## src/rtl/berger_pkg.sv

```systemverilog
// -----------------------------------------------------------------------------
// berger_pkg
// Shared definitions for the Berger-coded memory scrub controller:
//   - default geometry (DEPTH / DATA_W / MASK_W) and check-bit width
//   - FSM state encodings (legacy-compatible localparam constants)
//   - sweep mode encodings
// -----------------------------------------------------------------------------
package berger_pkg;

  localparam int DEPTH_DEF  = 16;
  localparam int DATA_W_DEF = 8;
  localparam int CHK_W      = 4;
  localparam int MASK_W_DEF = DATA_W_DEF + CHK_W;  // check bits sit at [11:8]

  typedef logic [2:0] state_t;

  localparam state_t S_IDLE    = 3'd0;
  localparam state_t S_WRITE   = 3'd1;
  localparam state_t S_RD_ADDR = 3'd2;
  localparam state_t S_RD_CHK  = 3'd3;
  localparam state_t S_DONE    = 3'd4;

  typedef enum logic [1:0] {
    MODE_WR_VERIFY = 2'b00,
    MODE_VERIFY    = 2'b01,
    MODE_WRITE     = 2'b10,
    MODE_RSVD      = 2'b11
  } mode_e;

endpackage

```

## src/rtl/berger_scrub_counters.sv

```systemverilog
// -----------------------------------------------------------------------------
// berger_scrub_counters
// Result accumulation for one scrub sweep: three saturating counters and a
// capture of the first failing address.
//   clk, rst          : clock, asynchronous active-low reset
//   clear             : start of a new sweep, zero everything
//   sample            : one word's read result is valid this cycle
//   mem_err           : Berger error flag for that word
//   miscompare        : read data differs from expected pattern
//   addr              : address of the word being sampled
//   err_count / miscompare_count / silent_count : saturating tallies
//   first_err_addr / first_err_valid            : first failing word
// -----------------------------------------------------------------------------
module berger_scrub_counters
  import berger_pkg::*;
#(
  parameter int DEPTH  = DEPTH_DEF,
  parameter int ADDR_W = 4,
  parameter int CNT_W  = $clog2(DEPTH + 1)
) (
  input  logic              clk,
  input  logic              rst,
  input  logic              clear,
  input  logic              sample,
  input  logic              mem_err,
  input  logic              miscompare,
  input  logic [ADDR_W-1:0] addr,
  output logic [CNT_W-1:0]  err_count,
  output logic [CNT_W-1:0]  miscompare_count,
  output logic [CNT_W-1:0]  silent_count,
  output logic [ADDR_W-1:0] first_err_addr,
  output logic              first_err_valid
);

  localparam logic [CNT_W-1:0] CNT_MAX = CNT_W'(DEPTH);

  logic [CNT_W-1:0]  err_q, err_d;
  logic [CNT_W-1:0]  mis_q, mis_d;
  logic [CNT_W-1:0]  sil_q, sil_d;
  logic [ADDR_W-1:0] first_addr_q, first_addr_d;
  logic              first_valid_q, first_valid_d;

  always_comb begin
    err_d         = err_q;
    mis_d         = mis_q;
    sil_d         = sil_q;
    first_addr_d  = first_addr_q;
    first_valid_d = first_valid_q;
    if (clear) begin
      err_d         = '0;
      mis_d         = '0;
      sil_d         = '0;
      first_addr_d  = '0;
      first_valid_d = 1'b0;
    end else if (sample) begin
      if (mem_err && err_q != CNT_MAX)                 err_d = err_q + CNT_W'(1);
      if (miscompare && mis_q != CNT_MAX)              mis_d = mis_q + CNT_W'(1);
      // A miscompare the Berger code failed to flag is the dangerous case.
      if (miscompare && !mem_err && sil_q != CNT_MAX)  sil_d = sil_q + CNT_W'(1);
      if ((mem_err || miscompare) && !first_valid_q) begin
        first_addr_d  = addr;
        first_valid_d = 1'b1;
      end
    end
  end

  always_ff @(posedge clk or negedge rst) begin
    if (!rst) begin
      err_q         <= '0;
      mis_q         <= '0;
      sil_q         <= '0;
      first_addr_q  <= '0;
      first_valid_q <= 1'b0;
    end else begin
      err_q         <= err_d;
      mis_q         <= mis_d;
      sil_q         <= sil_d;
      first_addr_q  <= first_addr_d;
      first_valid_q <= first_valid_d;
    end
  end

  assign err_count        = err_q;
  assign miscompare_count = mis_q;
  assign silent_count     = sil_q;
  assign first_err_addr   = first_addr_q;
  assign first_err_valid  = first_valid_q;

endmodule

```

## src/rtl/berger_scrub_ctrl.sv

```systemverilog
// -----------------------------------------------------------------------------
// berger_scrub_ctrl
// Sweeps a Berger-coded memory: writes the pattern seed+addr, reads it back,
// and tallies Berger errors, data miscompares and silent (undetected) errors.
//   clk, rst            : clock, asynchronous active-low reset
//   start, mode, seed   : sweep request (sampled in IDLE), mode, pattern base
//   inj_addr, inj_mask  : fault-injection target and mask
//   busy, done          : status (done is a one-cycle pulse)
//   mem_*               : memory-side address/write/fault/read interface
//   err_count, miscompare_count, silent_count, first_err_addr/_valid : results
// Optional feature macro: BERGER_SCRUB_FAULT_INJ_EN enables driving
// mem_fault_enable/mem_fault_mask while reading the latched inj_addr.
// -----------------------------------------------------------------------------
module berger_scrub_ctrl
  import berger_pkg::*;
#(
  parameter int DEPTH  = DEPTH_DEF,
  parameter int ADDR_W = 4,
  parameter int DATA_W = DATA_W_DEF,
  parameter int MASK_W = MASK_W_DEF
) (
  input  logic                         clk,
  input  logic                         rst,
  input  logic                         start,
  input  logic [1:0]                   mode,
  input  logic [DATA_W-1:0]            seed,
  input  logic [ADDR_W-1:0]            inj_addr,
  input  logic [MASK_W-1:0]            inj_mask,
  output logic                         busy,
  output logic                         done,
  output logic [ADDR_W-1:0]            mem_addr,
  output logic                         mem_wr_en,
  output logic [DATA_W-1:0]            mem_wdata,
  output logic [MASK_W-1:0]            mem_fault_mask,
  output logic                         mem_fault_enable,
  input  logic [DATA_W-1:0]            mem_rdata,
  input  logic                         mem_err,
  output logic [$clog2(DEPTH+1)-1:0]   err_count,
  output logic [$clog2(DEPTH+1)-1:0]   miscompare_count,
  output logic [$clog2(DEPTH+1)-1:0]   silent_count,
  output logic [ADDR_W-1:0]            first_err_addr,
  output logic                         first_err_valid
);

  localparam logic [ADDR_W-1:0] LAST_ADDR = ADDR_W'(DEPTH - 1);

  state_t            state_q, state_d;
  logic [ADDR_W-1:0] addr_q,  addr_d;
  logic [DATA_W-1:0] seed_q,  seed_d;
  mode_e             mode_q,  mode_d;
  logic              accept;
  logic [DATA_W-1:0] expected;

  assign accept   = (state_q == S_IDLE) && start;
  assign expected = seed_q + DATA_W'(addr_q);

  // NOTE: every signal assigned here gets a default first, so no path leaves
  // it unassigned and no latch is inferred.
  always_comb begin
    state_d = state_q;
    addr_d  = addr_q;
    seed_d  = seed_q;
    mode_d  = mode_q;
    case (state_q)
      S_IDLE: begin
        if (start) begin
          seed_d = seed;
          mode_d = mode_e'(mode);
          addr_d = '0;
          case (mode_e'(mode))
            MODE_WR_VERIFY, MODE_WRITE: state_d = S_WRITE;
            MODE_VERIFY:                state_d = S_RD_ADDR;
            default:                    state_d = S_DONE;
          endcase
        end
      end
      S_WRITE: begin
        // The address returns to 0 only on state exit, never by overflow.
        if (addr_q == LAST_ADDR) begin
          addr_d  = '0;
          state_d = (mode_q == MODE_WR_VERIFY) ? S_RD_ADDR : S_DONE;
        end else begin
          addr_d = addr_q + ADDR_W'(1);
        end
      end
      S_RD_ADDR: state_d = S_RD_CHK;
      S_RD_CHK: begin
        if (addr_q == LAST_ADDR) begin
          addr_d  = '0;
          state_d = S_DONE;
        end else begin
          addr_d  = addr_q + ADDR_W'(1);
          state_d = S_RD_ADDR;
        end
      end
      S_DONE:  state_d = S_IDLE;
      default: state_d = S_IDLE;
    endcase
  end

  // NOTE: all control state has an asynchronous reset so the memory-side
  // outputs, which decode straight from these flops, drop the instant rst
  // falls.
  always_ff @(posedge clk or negedge rst) begin
    if (!rst) begin
      state_q <= S_IDLE;
      addr_q  <= '0;
      seed_q  <= '0;
      mode_q  <= MODE_WR_VERIFY;
    end else begin
      // NOTE: non-blocking assignments, so every flop samples pre-edge values.
      state_q <= state_d;
      addr_q  <= addr_d;
      seed_q  <= seed_d;
      mode_q  <= mode_d;
    end
  end

  assign busy      = (state_q != S_IDLE);
  assign done      = (state_q == S_DONE);
  assign mem_addr  = addr_q;
  assign mem_wr_en = (state_q == S_WRITE);
  assign mem_wdata = (state_q == S_WRITE) ? expected : '0;

`ifdef BERGER_SCRUB_FAULT_INJ_EN
  logic [ADDR_W-1:0] inj_addr_q;
  logic [MASK_W-1:0] inj_mask_q;
  logic              inj_hit;

  always_ff @(posedge clk or negedge rst) begin
    if (!rst) begin
      inj_addr_q <= '0;
      inj_mask_q <= '0;
    end else if (accept) begin
      inj_addr_q <= inj_addr;
      inj_mask_q <= inj_mask;
    end
  end

  assign inj_hit          = ((state_q == S_RD_ADDR) || (state_q == S_RD_CHK)) &&
                            (addr_q == inj_addr_q);
  assign mem_fault_enable = inj_hit;
  assign mem_fault_mask   = inj_hit ? inj_mask_q : '0;
`else
  logic unused_inj;
  assign unused_inj       = ^{inj_addr, inj_mask};
  assign mem_fault_enable = 1'b0;
  assign mem_fault_mask   = '0;
`endif

  berger_scrub_counters #(
    .DEPTH  (DEPTH),
    .ADDR_W (ADDR_W)
  ) u_counters (
    .clk              (clk),
    .rst              (rst),
    .clear            (accept),
    .sample           (state_q == S_RD_CHK),
    .mem_err          (mem_err),
    .miscompare       (mem_rdata != expected),
    .addr             (addr_q),
    .err_count        (err_count),
    .miscompare_count (miscompare_count),
    .silent_count     (silent_count),
    .first_err_addr   (first_err_addr),
    .first_err_valid  (first_err_valid)
  );

endmodule

```

## config.mk

```make
export PLATFORM = sky130hd
export DESIGN_NAME = berger_scrub_ctrl
export DESIGN_NICKNAME = d
export VERILOG_FILES = /design/src/rtl/berger_pkg.sv /design/src/rtl/berger_scrub_counters.sv /design/src/rtl/berger_scrub_ctrl.sv
export SDC_FILE = /design/constraint.sdc
export NUM_CORES = 1
export LEC_CHECK = 0
export ABC_AREA = 1
export BUFFER_PORTS_ARGS = -buffer_cell sky130_fd_sc_hd__buf_2
export CORE_MARGIN = 3
export CORE_UTILIZATION = 30
export CTS_CLUSTER_SIZE = 10
export DETAILED_ROUTE_END_ITERATION = 16
export GPL_ROUTABILITY_DRIVEN = 0
export GPL_TIMING_DRIVEN = 1
export SLEW_MARGIN = 20
export SYNTH_ARGS = -nofsm -noshare
export SYNTH_HDL_FRONTEND = slang
export SYNTH_SLANG_ARGS = --single-unit
```

## constraint.sdc

```tcl
create_clock -name clk -period 2.35 [get_ports clk]
set_input_delay 0.235 -clock clk [delete_from_list [all_inputs] [get_ports clk]]
set_output_delay 0.235 -clock clk [all_outputs]
set_load 0.1 [all_outputs]
```

==> flow_summary.yaml <==
status:
  status: "finished with violations"
  violations: "setup timing"
logic_synthesis:
  synthMuxAreaShare_pct: 0
  ys_warn_count: 0
  synth_compound_area_share_pct: 8.21
  synth-xor-area-share_pct: 0.705
  syn_area_sq_um: 2480
  ys_seq_area_share_pct: 37.3
  syn_inst: 351
  syn_area_per_cell_sq_um: 7.08
  synth_fa_ha_area_share_pct: 6.35
  synthSimpleGateAreaFrac_pct: 34.1
  yosys.area.top_type_share_pct: 37.3
  synth_top_family_by_area: "simple AND/OR/NAND/NOR gates"
  synth_top_cell_by_area: "dfrtp_1"
  synthTopCellsByArea: "dfrtp_1 37%, nand2_1 14%, nand3_1 8.1%, inv_1 7.9%, ha_1 5.5%"
  synth.distinct_cells: 32
  synth_seq_cells: 37
setup_path:
  critPathRequiredTime_ns: 2.58
  critPathCaptureType: "flip-flop"
  reg2regPathDepth: 14
  cp_cell_sequence: "ha_4 > fa_2 > xnor2_2 > nand2_1 > nor2_1 > nand2_1 > nor2_1 > nand2_1 > nor2_4 > buf_4 > nand3b_1 > nand2_2 > nand3_2 > nand2_1"
  path_buf_inv: 1
  timing.rr.end: "u_counters.first_err_addr[2]"
  regToRegSetupSlack_ns: -0.29
  cp_slowest_cell: "fa_2"
  start_kind: "flip-flop"
  path_max_fanout: 5
  crit_family: "simple AND/OR/NAND/NOR gates"
  crit_type: "reg2reg"
  max_stage_delay_ns: 0.60
  crit_path_frequent_cell: "nand2_1"
  r2r-start: "mem_addr[0]"
  arrival_ns: 2.87
timing:
  relSlewSlack_pct: 25.3
  clock.fmax_ghz: 0.379
  setup_viol: 15
  finalCritPeriodShare_pct: 112
  hold_violations: 0
  rsz0062_at_grt: "yes"
  setup_ws_ns: -0.287
  fin_tns_setup_ns: -2.79
  fin_skew_ns: 0.00432
  worst_slew_pin_slew_ns: 1.11
  slew_violations: 0
  min_period_ns: 2.64
hold_path:
  worstHoldEndpoint: "seed_q[0]"
  hold_depth: 3
  hold_class: "in2reg"
  min_from: "seed[0]"
global_route:
  antenna_found_initial: 0
  grt_pass1_wl_mm: 11.1
  grt_start_max_net_pins: 24
  grt_use_total_pct: 14.3
  grt-ovfl-total: 0
  grt_pass1_vias: 2401
clocking:
  clock_latency_ns: 0.29
  cts_tree: "done"
  htree_levels: 2
  cts_root_buf: "clkbuf_8"
  cts.sinks: 37
  cts-buffers-inserted: 5
  clock_path_buffers: 2
  clk_pin_slew_worst_paths_ns: 0.08
detailed_routing:
  wl_mm: 6.88
  via_per_inst: 4.71
  drtIter0Drc: 122
  wl_per_cell_um: 12.8
  via_count: 2536
  drc_errors: 0
  ant_nets: 0
  dr.pass1.iters: 5
floorplanning:
  die-area_sq_um: 9410
  rows: 32
  initial_core_util_pct: 31.5
  ios: 86
  core_sq_um: 7890
  die_height_um: 97.0
  die_x_um: 97.0
power_and_ir_drop:
  p_leak_nw: 1.85
  ir_drop_uv: 607
  powerDensity_nw_per_um2: 1590
place:
  post-place-ws_ns: -0.0879
  hpwl_mm: 5.03
  io_buffer_count: 56
layout:
  area_delta_synth_final_pct: 43.3
  n_antenna_cell: 0
  drive_above_1_share_pct: 35.1
  num-nets-final: 485
job:
  cap_viol_max_count: 0
-- state kept, by name, indices dropped and copies added (netlist names) --
name                         count
mem_addr                         4
mode_q                           2
state_q                          3
u_counters.first_err_addr        4
u_counters.first_err_valid       1
u_counters.silent_count          5
u_counters.err_count             5
u_counters.miscompare_count      5
seed_q                           8
-- kinds of logic (layout without fill, tap and decap cells) --
| group | count (synthesis) | after routing |
|---|---|---|
| other cells | 1 | 13 |
| flops | 37 | 37 |
| simple gates | 191 | 191 |
| compound gates | 36 | 36 |
| buf+inv | 72 | 145 |
| fa+ha+maj | 12 | 12 |
| xor+xnor | 2 | 2 |
-- cells in the final DEF, fill, tap and decap left out, types with 2 or more instances in the layout --
cell       netlist  routed
a21oi_1         18      11
dfrtp_2          0       3
a21oi_4          0       4
nor2_4           0       6
dfrtp_1         37      33
a21oi_2          0       3
nand2_2          4      10
nor3_1           6       5
ha_4             0       3
buf_2            2      49
nand2_1         93      84
and3_1           2       2
ha_1            11       8
conb_1           1      13
o21ai_0         12      11
nand4_1         12      12
nor2_1          28      22
bufinv_16        0       2
clkbuf_8         0       5
nor2_2           2       2
buf_4           13      23
inv_2            1       2
buf_12           0       6
nand3_2          1      19
buf_6            1       3
nand3_1         40      21
nand2_4          1       4
inv_1           52      51
-- repair_timing --
| action | CTS | global route |
|---|---|---|
| setup buffers | 0 | 4 |
| endpoints found under the hold margin | 17 | 0 |
| hold buffers | 1 | 0 |
| resized for setup | 10 | 38 |
| gates cloned | 1 | 0 |
| pin swaps | 5 | 21 |
| endpoints found under the setup margin | 15 | 19 |
-- Yosys cell counts --
cell / n
a221oi_1: 1
buf_4: 13
fa_1: 1
ha_1: 11
and3_1: 2
buf_2: 2
inv_1: 52
inv_2: 1
clkbuf_1: 1
xnor2_1: 2
a311oi_2: 1
o211ai_1: 1
nand4_1: 12
nand2_2: 4
o21ai_0: 12
conb_1: 1
nor3b_1: 1
nand3_2: 1
dfrtp_1: 37
o22ai_1: 1
a21oi_1: 18
nor3_1: 6
nand2_1: 93
nand2_4: 1
buf_6: 1
clkinv_1: 2
a41oi_1: 1
nand3_1: 40
nor2_2: 2
nand3b_1: 1
a21boi_0: 1
nor2_1: 28
-- layer usage --
metal  wire, um  share of wire (%)  global-route usage (%)
met5          0                  0                       0
met2       3440                 50                    24.2
met3        361                5.2                    3.53
met4         63               0.92                    3.56
met1       3020                 44                    18.2
-- worst register-to-register path, stage by stage (launching register included) --
cell and delay (ns):
dfrtp_4 0.49, ha_4 0.18, fa_2 0.60, xnor2_2 0.12
nand2_1 0.07, nor2_1 0.09, nand2_1 0.05, nor2_1 0.11
nand2_1 0.10, nor2_4 0.16, buf_4 0.12, nand3b_1 0.13
nand2_2 0.19, nand3_2 0.09, nand2_1 0.08
-- metrics by stage --
| stage | cell area, sq um | cells | utilization [%] | total power, mW | hold slack, ns |
|---|---|---|---|---|---|
| after detailed placement | 3180 | 524 | 40.3 | 4.76 | 0.201 |
| after global routing | 3560 | 538 | 45.1 | 6.02 | 0.152 |
| after floorplan | 2650 | 363 | - | 3.85 | -0.0606 |
| final | 3560 | 538 | 45.1 | 5.66 | 0.144 |
| after global placement | 3180 | 524 | 40.3 | 4.72 | 0.196 |
| after CTS | 3370 | 534 | 42.7 | 5.46 | 0.137 |
-- final cells by class --
class	count	area, sq um
Clock buffer	5	68.8
Sequential cell	37	933
Inverter	55	211
Tap cell	102	128
Fill cell	795	4330
Timing Repair Buffer	82	582
Multi-Input combinational cell	254	1570
Clock inverter	3	65.1
-- power by group --
| part | total, mW | internal [mW] | switching, mW |
|---|---|---|---|
| combinational | 3.95 | 1.14 | 2.80 |
| clock | 0.661 | 0.422 | 0.239 |
| sequential | 1.05 | 0.843 | 0.212 |
-- worst max-delay path by stage --
| stage | from | endpoint | slack [ns] | cells after the start |
|---|---|---|---|---|
| 5_1_grt | mem_addr[0] | u_counters.first_err_addr[2] | -0.41 | 14 |
| 6_report | mem_addr[0] | u_counters.first_err_addr[2] | -0.29 | 14 |
| 4_1_cts | mem_addr[0] | u_counters.first_err_addr[1] | -0.11 | 14 |
| 2_1_floorplan | mem_addr[0] | u_counters.silent_count[1] | -0.13 | 14 |
| 3_5_place_dp | mem_addr[0] | u_counters.first_err_addr[1] | -0.09 | 14 |
| 3_3_place_gp | mem_addr[0] | u_counters.first_err_addr[3] | -0.07 | 14 |
Power figures use the tool's default switching activity.
